[src/rtl/blake_round_ctrl.sv]
// ----------------------------------------------------------------------------
// blake_round_ctrl
// Sequencer for the BLAKE-512 compression datapath. A block is accepted with a
// start handshake, init_round loads IV/state, the G-function core is stepped
// through NUM_ROUNDS rounds (column step then diagonal step), count_done tells
// the finalize stage to latch the digest, and out_valid is presented to the
// downstream consumer until it is taken.
//
// Parameters
//   NUM_ROUNDS      rounds per block, 1..16
//   STEPS_PER_ROUND G-steps per round, 1 or 2 (0 = column, 1 = diagonal)
//
// Ports
//   clk, rstb      clock, asynchronous active-low reset
//   start_valid/start_ready   block-start handshake (ready only in IDLE)
//   out_valid/out_ready       digest handshake (valid only in DONE)
//   init_round     one-cycle pulse in INIT
//   round_en       high every RUN cycle
//   round_idx      current round, sigma_idx = round_idx mod 10, step_sel
//   count_done     one-cycle pulse in FIN
//   busy           high in every state except IDLE
//   blk_count      (only with BLAKE_ROUND_CTRL_BLKCNT_EN) count of completed
//                  out handshakes, wraps at 2^32
//
// Optional feature macro: BLAKE_ROUND_CTRL_BLKCNT_EN
//
// Handshake rule: a transfer happens on a rising edge where valid and ready
// are both high; valid, once raised, is held until that edge, and the
// producer's data is stable for the whole time valid is high.
// ----------------------------------------------------------------------------
module blake_round_ctrl #(
    parameter int NUM_ROUNDS      = 16,
    parameter int STEPS_PER_ROUND = 2
) (
    input  logic        clk,
    input  logic        rstb,
    input  logic        start_valid,
    output logic        start_ready,
    input  logic        out_ready,
    output logic        out_valid,
    output logic        init_round,
    output logic        round_en,
    output logic [3:0]  round_idx,
    output logic [3:0]  sigma_idx,
    output logic        step_sel,
`ifdef BLAKE_ROUND_CTRL_BLKCNT_EN
    output logic [31:0] blk_count,
`endif
    output logic        count_done,
    output logic        busy
);

    typedef enum logic [2:0] {
        S_IDLE = 3'd0,
        S_INIT = 3'd1,
        S_RUN  = 3'd2,
        S_FIN  = 3'd3,
        S_DONE = 3'd4
    } state_e;

    localparam logic [3:0] LAST_ROUND = 4'(NUM_ROUNDS - 1);
    localparam logic       LAST_STEP  = 1'(STEPS_PER_ROUND - 1);

    state_e     state_q, state_d;
    logic [3:0] round_q, round_d;
    logic [3:0] sigma_q, sigma_d;
    logic       step_q, step_d;
    logic       last_step;
    logic       last_round;

    assign last_step  = (step_q == LAST_STEP);
    assign last_round = (round_q == LAST_ROUND);

    always_ff @(posedge clk or negedge rstb) begin
        if (!rstb) begin
            state_q <= S_IDLE;
            round_q <= 4'd0;
            sigma_q <= 4'd0;
            step_q  <= 1'b0;
        end else begin
            state_q <= state_d;
            round_q <= round_d;
            sigma_q <= sigma_d;
            step_q  <= step_d;
        end
    end

    // Counters hold their values outside RUN so the last round/step stays
    // visible through FIN and DONE; they are only cleared when a block starts.
    always_comb begin
        state_d = state_q;
        round_d = round_q;
        sigma_d = sigma_q;
        step_d  = step_q;
        case (state_q)
            S_IDLE: begin
                if (start_valid) begin
                    state_d = S_INIT;
                    round_d = 4'd0;
                    sigma_d = 4'd0;
                    step_d  = 1'b0;
                end
            end
            S_INIT: state_d = S_RUN;
            S_RUN: begin
                if (last_step) begin
                    if (last_round) begin
                        state_d = S_FIN;
                    end else begin
                        step_d  = 1'b0;
                        round_d = round_q + 4'd1;
                        // Running mod-10 counter instead of a divider.
                        sigma_d = (sigma_q == 4'd9) ? 4'd0 : sigma_q + 4'd1;
                    end
                end else begin
                    step_d = step_q + 1'b1;
                end
            end
            S_FIN:  state_d = S_DONE;
            S_DONE: begin
                if (out_ready) begin
                    state_d = S_IDLE;
                end
            end
            default: state_d = S_IDLE;
        endcase
    end

    // Moore outputs: everything decodes from registered state and counters.
    assign start_ready = (state_q == S_IDLE);
    assign busy        = (state_q != S_IDLE);
    assign init_round  = (state_q == S_INIT);
    assign round_en    = (state_q == S_RUN);
    assign count_done  = (state_q == S_FIN);
    assign out_valid   = (state_q == S_DONE);
    assign round_idx   = round_q;
    assign sigma_idx   = sigma_q;
    assign step_sel    = step_q;

`ifdef BLAKE_ROUND_CTRL_BLKCNT_EN
    logic [31:0] blk_q, blk_d;

    always_comb begin
        blk_d = blk_q;
        if (out_valid && out_ready) begin
            blk_d = blk_q + 32'd1;
        end
    end

    always_ff @(posedge clk or negedge rstb) begin
        if (!rstb) begin
            blk_q <= 32'd0;
        end else begin
            blk_q <= blk_d;
        end
    end

    assign blk_count = blk_q;
`endif

endmodule
[config.mk]
export PLATFORM = sky130hd
export DESIGN_NAME = blake_round_ctrl
export DESIGN_NICKNAME = d
export VERILOG_FILES = /design/src/rtl/blake_round_ctrl.sv
export SDC_FILE = /design/constraint.sdc
export NUM_CORES = 1
export LEC_CHECK = 0
export ABC_CLOCK_PERIOD_IN_PS = 2600
export BUFFER_PORTS_ARGS = -buffer_cell sky130_fd_sc_hd__buf_2
export CAP_MARGIN = 5
export CELL_PAD_IN_SITES_DETAIL_PLACEMENT = 1
export CELL_PAD_IN_SITES_GLOBAL_PLACEMENT = 2
export CORE_ASPECT_RATIO = 0.75
export CORE_MARGIN = 2
export CORE_UTILIZATION = 30
export CTS_CLUSTER_DIAMETER = 60
export DETAILED_ROUTE_END_ITERATION = 8
export PLACE_DENSITY_LB_ADDON = 0.1
export SYNTH_ARGS = -nofsm -noshare
export SYNTH_HDL_FRONTEND = slang
export SYNTH_SLANG_ARGS = --single-unit
[constraint.sdc]
create_clock -name clk -period 2.6 [get_ports clk]
set_clock_uncertainty 0.2 [all_clocks]
set_input_delay 0.26 -clock clk [delete_from_list [all_inputs] [get_ports clk]]
set_output_delay 0.26 -clock clk [all_outputs]
set_load 0.01 [all_outputs]
==> results of run 1 <==
==> repair_timing <==
item	CTS	global route
endpoints found under the hold margin	12	0
hold buffers	1	0
gates resized for setup	0	0
==> power groups by stage <==
| stage | combinational [uW] | sequential (uW) | clock, uW |
|---|---|---|---|
| after floorplan | 317 | 317 | 0 |
| final | 440 | 330 | 149 |
| after detailed placement | 448 | 333 | 0 |
| after global placement | 449 | 333 | 0 |
| after global routing | 497 | 345 | 167 |
| after CTS | 454 | 330 | 155 |
==> cells by family (layout without fill, tap and decap cells) <==
logic type,count (synthesis),count (layout),share of synthesized area
mux,1,1,0.01411
fa+ha+maj,3,3,0.05292
flops,12,12,0.4233
buf+inv,7,29,0.05468
simple gates,32,32,0.2716
compound gates,18,18,0.1834
==> sequential cells by signal (all words and copies together) (netlist names) <==
name / count
round_idx: 4
sigma_idx: 4
state_q: 3
step_sel: 1
==> stage by stage <==
stage / utilization / hold slack, ns / instances
after detailed placement: 0.3658 / -0.03544 / 124
after global routing: 0.3862 / 0.05783 / 129
after CTS: 0.3862 / 0.04688 / 129
final: 0.3862 / 0.05155 / 129
after floorplan: - / -0.2356 / 73
after global placement: 0.3658 / -0.03313 / 124
==> per-layer routing <==
| layer | share of wire | GRT usage | vias to the layer above |
|---|---|---|---|
| li1 | - | - | 309 |
| met1 | 0.56 | 0.2224 | 299 |
| met2 | 0.39 | 0.2087 | 14 |
| met3 | 0.038 | 0.05899 | 2 |
| met4 | 0.0075 | 0.04000 | 0 |
| met5 | 0 | 0 | - |
==> critical path: stages (launching register included) <==
cell      delay [ns]
dfrtp_1         0.53
or3b_4          0.47
clkinv_4        0.11
buf_2           0.14
==> worst paths after layout <==
check | from | end | slack, ns | depth (start not counted)
max | state_q[1] | round_en | 0.63 | 3
min | out_ready | state_q[2] | 0.05 | 3
max reg2reg | state_q[1] | round_idx[2] | 0.77 | 5
min reg2reg | sigma_idx[3] | sigma_idx[3] | 0.32 | 1
max in group asynchronous | rstb | state_q[2] | 1.77 | 2
min in group asynchronous | rstb | state_q[0] | 0.20 | 2
==> cell type report <==
type	count	area [sq um]	share of cell area
Tap cell	34	42.54	0.04850
Multi-Input combinational cell	54	370.4	0.4223
Timing Repair Buffer	19	100.1	0.1141
Clock buffer	4	36.28	0.04137
Inverter	6	27.53	0.03138
Sequential cell	12	300.3	0.3424
==> placed cells by master (no fill, tap or decap), types with 2 or more instances in the layout <==
master / n
inv_1: 5
ha_1: 3
a21oi_1: 2
nor3b_1: 4
nor2_1: 4
buf_2: 18
o31ai_1: 2
clkbuf_4: 3
o21ai_1: 7
nand2_1: 9
nand3_1: 2
dfrtp_1: 12
nand2b_1: 2
==> flow_metrics.py, run 1 <==
metrics = {
    "yosys": {
        "ys_top_cells_by_count": "dfrtp_1 (12), nand2_1 (9), o21ai_1 (7)",
        "syn_nets": 80,
        "ys_seq_area_frac": 0.4233,
        "synth_cell_types": 32,
        "synth_top_area_share": 0.4233,
        "syn_inst": 73,
        "syn_avg_cell_area_sq_um": 9.718,
        "ys_seq_elements": 12,
        "synth.area.top_cells": "dfrtp_1 (42%), ha_1 (5.3%), o21ai_1 (4.9%)",
        "syn-cell-area_sq_um": 709.4,
        "ys_async_sr_fraction": 1.000,
        "synth-edff-count": 0,
        "synth_top_area_cell": "dfrtp_1",
        "ys.flop_type": "dfrtp_1",
        "yosys_warnings": 0,
        "synthMostInstantiatedCell": "dfrtp_1",
    },
    "final_layout": {
        "finalInstanceArea_sq_um": 877.1,
        "drive_gt1_frac": 0.3368,
        "fill_cells": 278,
        "layout.nets": 103,
        "area_delta_synth_final_pct": 23.63,
        "diodes": 0,
    },
    "placement": {
        "place.detailed.hpwl_um": 1312,
        "portBuffers": 18,
        "gp_congestion": 0.7710,
        "place_area_sq_um": 830.8,
        "place_ws_ns": 0.7766,
    },
    "clock_tree": {
        "cts_tree": "built",
        "cts_setup_buffers": 0,
        "clockBufferDepth": 2,
        "cts_buffers": 3,
        "htree_levels": 1,
        "clock_latency_ns": 0.27,
        "root_buffer": "clkbuf_4",
        "path_clk_slew_ns": 0.07,
        "cts_sinks": 12,
    },
    "routing": {
        "vias": 624,
        "route.detailed.drc": 0,
        "firstDrtPassIters": 3,
        "ant_nets": 0,
        "wl_per_cell_um": 13.48,
        "routed_wl_um": 1739,
        "vias_per_cell": 4.837,
        "drtIter0Drc": 14,
    },
    "floorplanning": {
        "fp.dieW_um": 60.15,
        "io_pins": 19,
        "die_y_um": 46.12,
        "die_area_sq_um": 2774,
        "fp-row-count": 15,
        "core_sq_um": 2271,
        "initial_core_util": 0.3124,
    },
    "worst_setup_path": {
        "cp.arrival_ns": 1.51,
        "worst_setup_path_start_kind": "register",
        "worstPathRequired_ns": 2.14,
        "crit_path_end_kind": "primary output",
        "cp_max_fo": 10,
        "path_class": "register to primary output",
    },
    "power": {
        "irDropWorstVdd_mv": 0.3814,
        "p_clk_frac": 0.162,
        "p_sw_frac": 0.4374,
        "power.total_uw": 918.6,
        "p_int_uw": 516.8,
        "p_sw_uw": 401.8,
        "leakagePower_uw": 0.0004328,
        "power_frac_seq": 0.359,
        "power_density_nw_per_um2": 1047,
        "combPwrFrac": 0.479,
    },
    "timing": {
        "slew_violations": 0,
        "setup-tns-final_ns": 0,
        "fmax_ghz": 0.5072,
        "period_share": 0.7583,
        "min_period_ns": 1.971,
        "setup_viol": 0,
        "rsz0062_at_grt": "no",
        "worst_pin_slew_ns": 0.5106,
        "worst_slack_ns": 0.6285,
        "maxSlewHeadroom": 0.6548,
        "final_hold_viol_count": 0,
    },
    "global_routing": {
        "grt_pass1_vias": 592,
        "grt_overflow_total": 0,
        "grt_start_max_net_pins": 13,
        "grt_pass1_wl_um": 2980,
        "groute.usage.overall": 0.1527,
        "antenna_found_initial": 0,
    },
    "flow_run": {
        "drv_cap": 0,
    },
    "outcome": {
        "status": "complete, no violations",
    },
    "worst_hold_path": {
        "worst_hold_path_type": "input port to register",
    },
}
Note: power is estimated with default switching activity, not from simulation.
==> run 2: changes to the inputs <==
- ABC_AREA: unset -> 1
- ABC_CLOCK_PERIOD_IN_PS: 2600 -> 1800
- CORE_UTILIZATION: 30 -> 24
- clock period: 2.6 -> 1.8 ns (I/O delays scaled with it)
==> run 2 against run 1 <==
Against the previous run: via count grew 2.2%; clock power grew 100%; largest power group unchanged; largest cell class unchanged; synthesized cell count grew 23%; critical path type is now register to register; highest routed layer is now met3; combinational power grew 40%; critical endpoint is now sigma_idx[3]; non-clock buffer count is the same; first-iteration DRC count grew 29%; worst hold slack lost 0.0036 ns.
==> flow_metrics.py, run 2 <==
metrics = {
    "outcome": {
        "status": "complete, no violations",
    },
    "global_routing": {
        "grt_start_max_net_pins": 13,
        "grt_pass1_wl_um": 3029,
        "grt_pass1_vias": 658,
        "grt_overflow_total": 0,
        "antenna_found_initial": 0,
        "groute.usage.overall": 0.1217,
    },
    "routing": {
        "wl_per_cell_um": 11.43,
        "ant_nets": 0,
        "routed_wl_um": 1692,
        "vias": 638,
        "vias_per_cell": 4.311,
        "drtIter0Drc": 18,
        "route.detailed.drc": 0,
        "firstDrtPassIters": 3,
    },
    "placement": {
        "portBuffers": 18,
        "placed_cells": 143,
        "place.detailed.hpwl_um": 1350,
        "gp_congestion": 0.7492,
        "place_area_sq_um": 809.5,
    },
    "final_layout": {
        "drive_gt1_frac": 0.2679,
        "mostFrequentLayoutCell": "nand2_1",
        "diodes": 0,
        "layout.nets": 120,
        "final_cell_mix": "nand2_1 (29), buf_2 (18), dfrtp_1 (12)",
        "finalInstanceArea_sq_um": 874.6,
        "area_delta_synth_final_pct": 27.55,
        "fin_util": 0.3285,
        "final_cells": 148,
    },
    "floorplanning": {
        "io_pins": 19,
        "initial_core_util": 0.2575,
        "core_sq_um": 2663,
        "die_y_um": 50.29,
        "die_area_sq_um": 3305,
        "fp-row-count": 16,
        "fp.dieW_um": 65.72,
    },
    "timing": {
        "fmax_ghz": 0.6235,
        "period_share": 0.8910,
        "worst_pin_slew_ns": 0.2941,
        "final_hold_viol_count": 0,
        "maxSlewHeadroom": 0.8039,
        "min_period_ns": 1.604,
        "setup_viol": 0,
        "setup-tns-final_ns": 0,
        "slew_violations": 0,
        "rsz0062_at_grt": "no",
    },
    "yosys": {
        "synthMostInstantiatedCell": "nand2_1",
        "ys_seq_elements": 12,
        "ys_async_sr_fraction": 1.000,
        "yosys_warnings": 0,
        "syn_nets": 97,
        "synth_top_area_cell": "dfrtp_1",
        "synth.area.top_cells": "dfrtp_1 (44%), nand2_1 (16%), inv_1 (6.0%)",
        "synth-edff-count": 0,
        "ys.flop_type": "dfrtp_1",
        "synth_top_area_share": 0.4380,
        "syn-cell-area_sq_um": 685.7,
        "ys_top_cells_by_count": "nand2_1 (29), dfrtp_1 (12), inv_1 (11)",
        "syn_inst": 90,
        "syn_avg_cell_area_sq_um": 7.618,
        "synth_cell_types": 16,
        "ys_seq_area_frac": 0.4380,
    },
    "clock_tree": {
        "htree_levels": 1,
        "path_clk_slew_ns": 0.06,
        "clock_latency_ns": 0.24,
        "cts_tree": "built",
        "ctsResizeCount": 0,
        "cts_sinks": 12,
        "cts_setup_buffers": 0,
        "cts_buffers": 3,
        "root_buffer": "clkbuf_8",
        "clockBufferDepth": 2,
    },
    "worst_setup_path": {
        "path_class": "register to register",
        "cpPeakStageDelay_ns": 0.40,
        "cp_slowest_cell": "dfrtp_1",
        "reg2regPathDepth": 8,
        "worstPathRequired_ns": 1.73,
        "cpMostUsedCell": "nand2_1",
        "cp_cell_sequence": "ha_1 -> nand3_1 -> nand2_1 -> nand2_2 -> nand2_2 -> inv_1 -> nand2_1 -> nand2_1",
        "worst_setup_path_start_kind": "register",
        "crit_path_end_kind": "register",
        "cp.arrival_ns": 1.54,
        "cp_max_fo": 11,
    },
    "power": {
        "leakagePower_uw": 0.0004822,
        "irDropWorstVdd_mv": 0.3758,
        "power_density_nw_per_um2": 1552,
    },
    "worst_hold_path": {
        "worst_hold_path_type": "input port to register",
        "hold_depth": 4,
    },
    "flow_run": {
        "drv_cap": 0,
    },
}
==> run 2: report_power, final <==
| group | internal (uW) | leakage, uW | total, uW | switching (uW) |
|---|---|---|---|---|
| Sequential | 348 | 0.000161 | 443 | 95.3 |
| Combinational | 213 | 0.000292 | 616 | 404 |
| Clock | 193 | 0.0000288 | 299 | 105 |
| Total | 754 | 0.000482 | 1360 | 604 |
==> run 2: stage by stage <==
| step | hold slack, ns | setup slack [ns] | total power, uW |
|---|---|---|---|
| after floorplan | -0.3156 | 0.3030 | 886.6 |
| after CTS | 0.05232 | 0.1908 | 1389 |
| after detailed placement | -0.1059 | 0.1982 | 1078 |
| after global placement | -0.1066 | 0.2442 | 1067 |
| after global routing | 0.08943 | 0.008301 | 1510 |
| final | 0.04791 | 0.1962 | 1358 |
==> run 2: logic make-up after synthesis <==
family,count (synthesis),synth area share
AOI/OAI and AO/OA,8,0.06935
DFF,12,0.4380
and+or+nand+nor,52,0.3303
buffers and inverters,13,0.08211
adders and majority gates,3,0.05475
xor gates and xnor gates,2,0.02555
==> run 2: final cells by class <==
class	count	area [sq um]
fill	339	1788
multi-input combinational	65	329.1
timing repair buffer	19	100.1
sequential	12	300.3
tap	36	45.04
inverter	12	45.04
clock buffer	4	55.05
==> run 2: path summary, 6_finish.rpt <==
| kind | startpoint | to | slack (ns) |
|---|---|---|---|
| max in group asynchronous | rstb | sigma_idx[2] | 1.02 |
| worst max register to register | round_idx[0] | sigma_idx[3] | 0.20 |
| worst max-delay path | round_idx[0] | sigma_idx[3] | 0.20 |
| min in group asynchronous | rstb | round_idx[0] | 0.15 |
| worst min-delay path | out_ready | state_q[2] | 0.05 |
| worst min register to register | round_idx[1] | round_idx[1] | 0.34 |
==> run 2: what timing repair did <==
item | in CTS | in global routing
endpoints found under the hold margin | 12 | 0
endpoints found under the setup margin | 0 | 0
hold buffers | 1 | 0
==> run 2: worst max-delay path: cells and delay by family (launching register included) <==
kind                     cells  cell delay, ns
AND/OR/NAND/NOR              6            0.60
flip-flops                   1            0.40
adder cells (fa/ha/maj)      1            0.20
buffers and inverters        1            0.11
==> run 2: routing by layer <==
metal | share of wire | vias to the layer above | global-route usage
met5 | 0 | - | 0
met4 | 0 | 0 | 0.03125
met3 | 0.046 | 0 | 0.03587
met2 | 0.41 | 11 | 0.1734
met1 | 0.54 | 302 | 0.1778
li1 | - | 325 | -
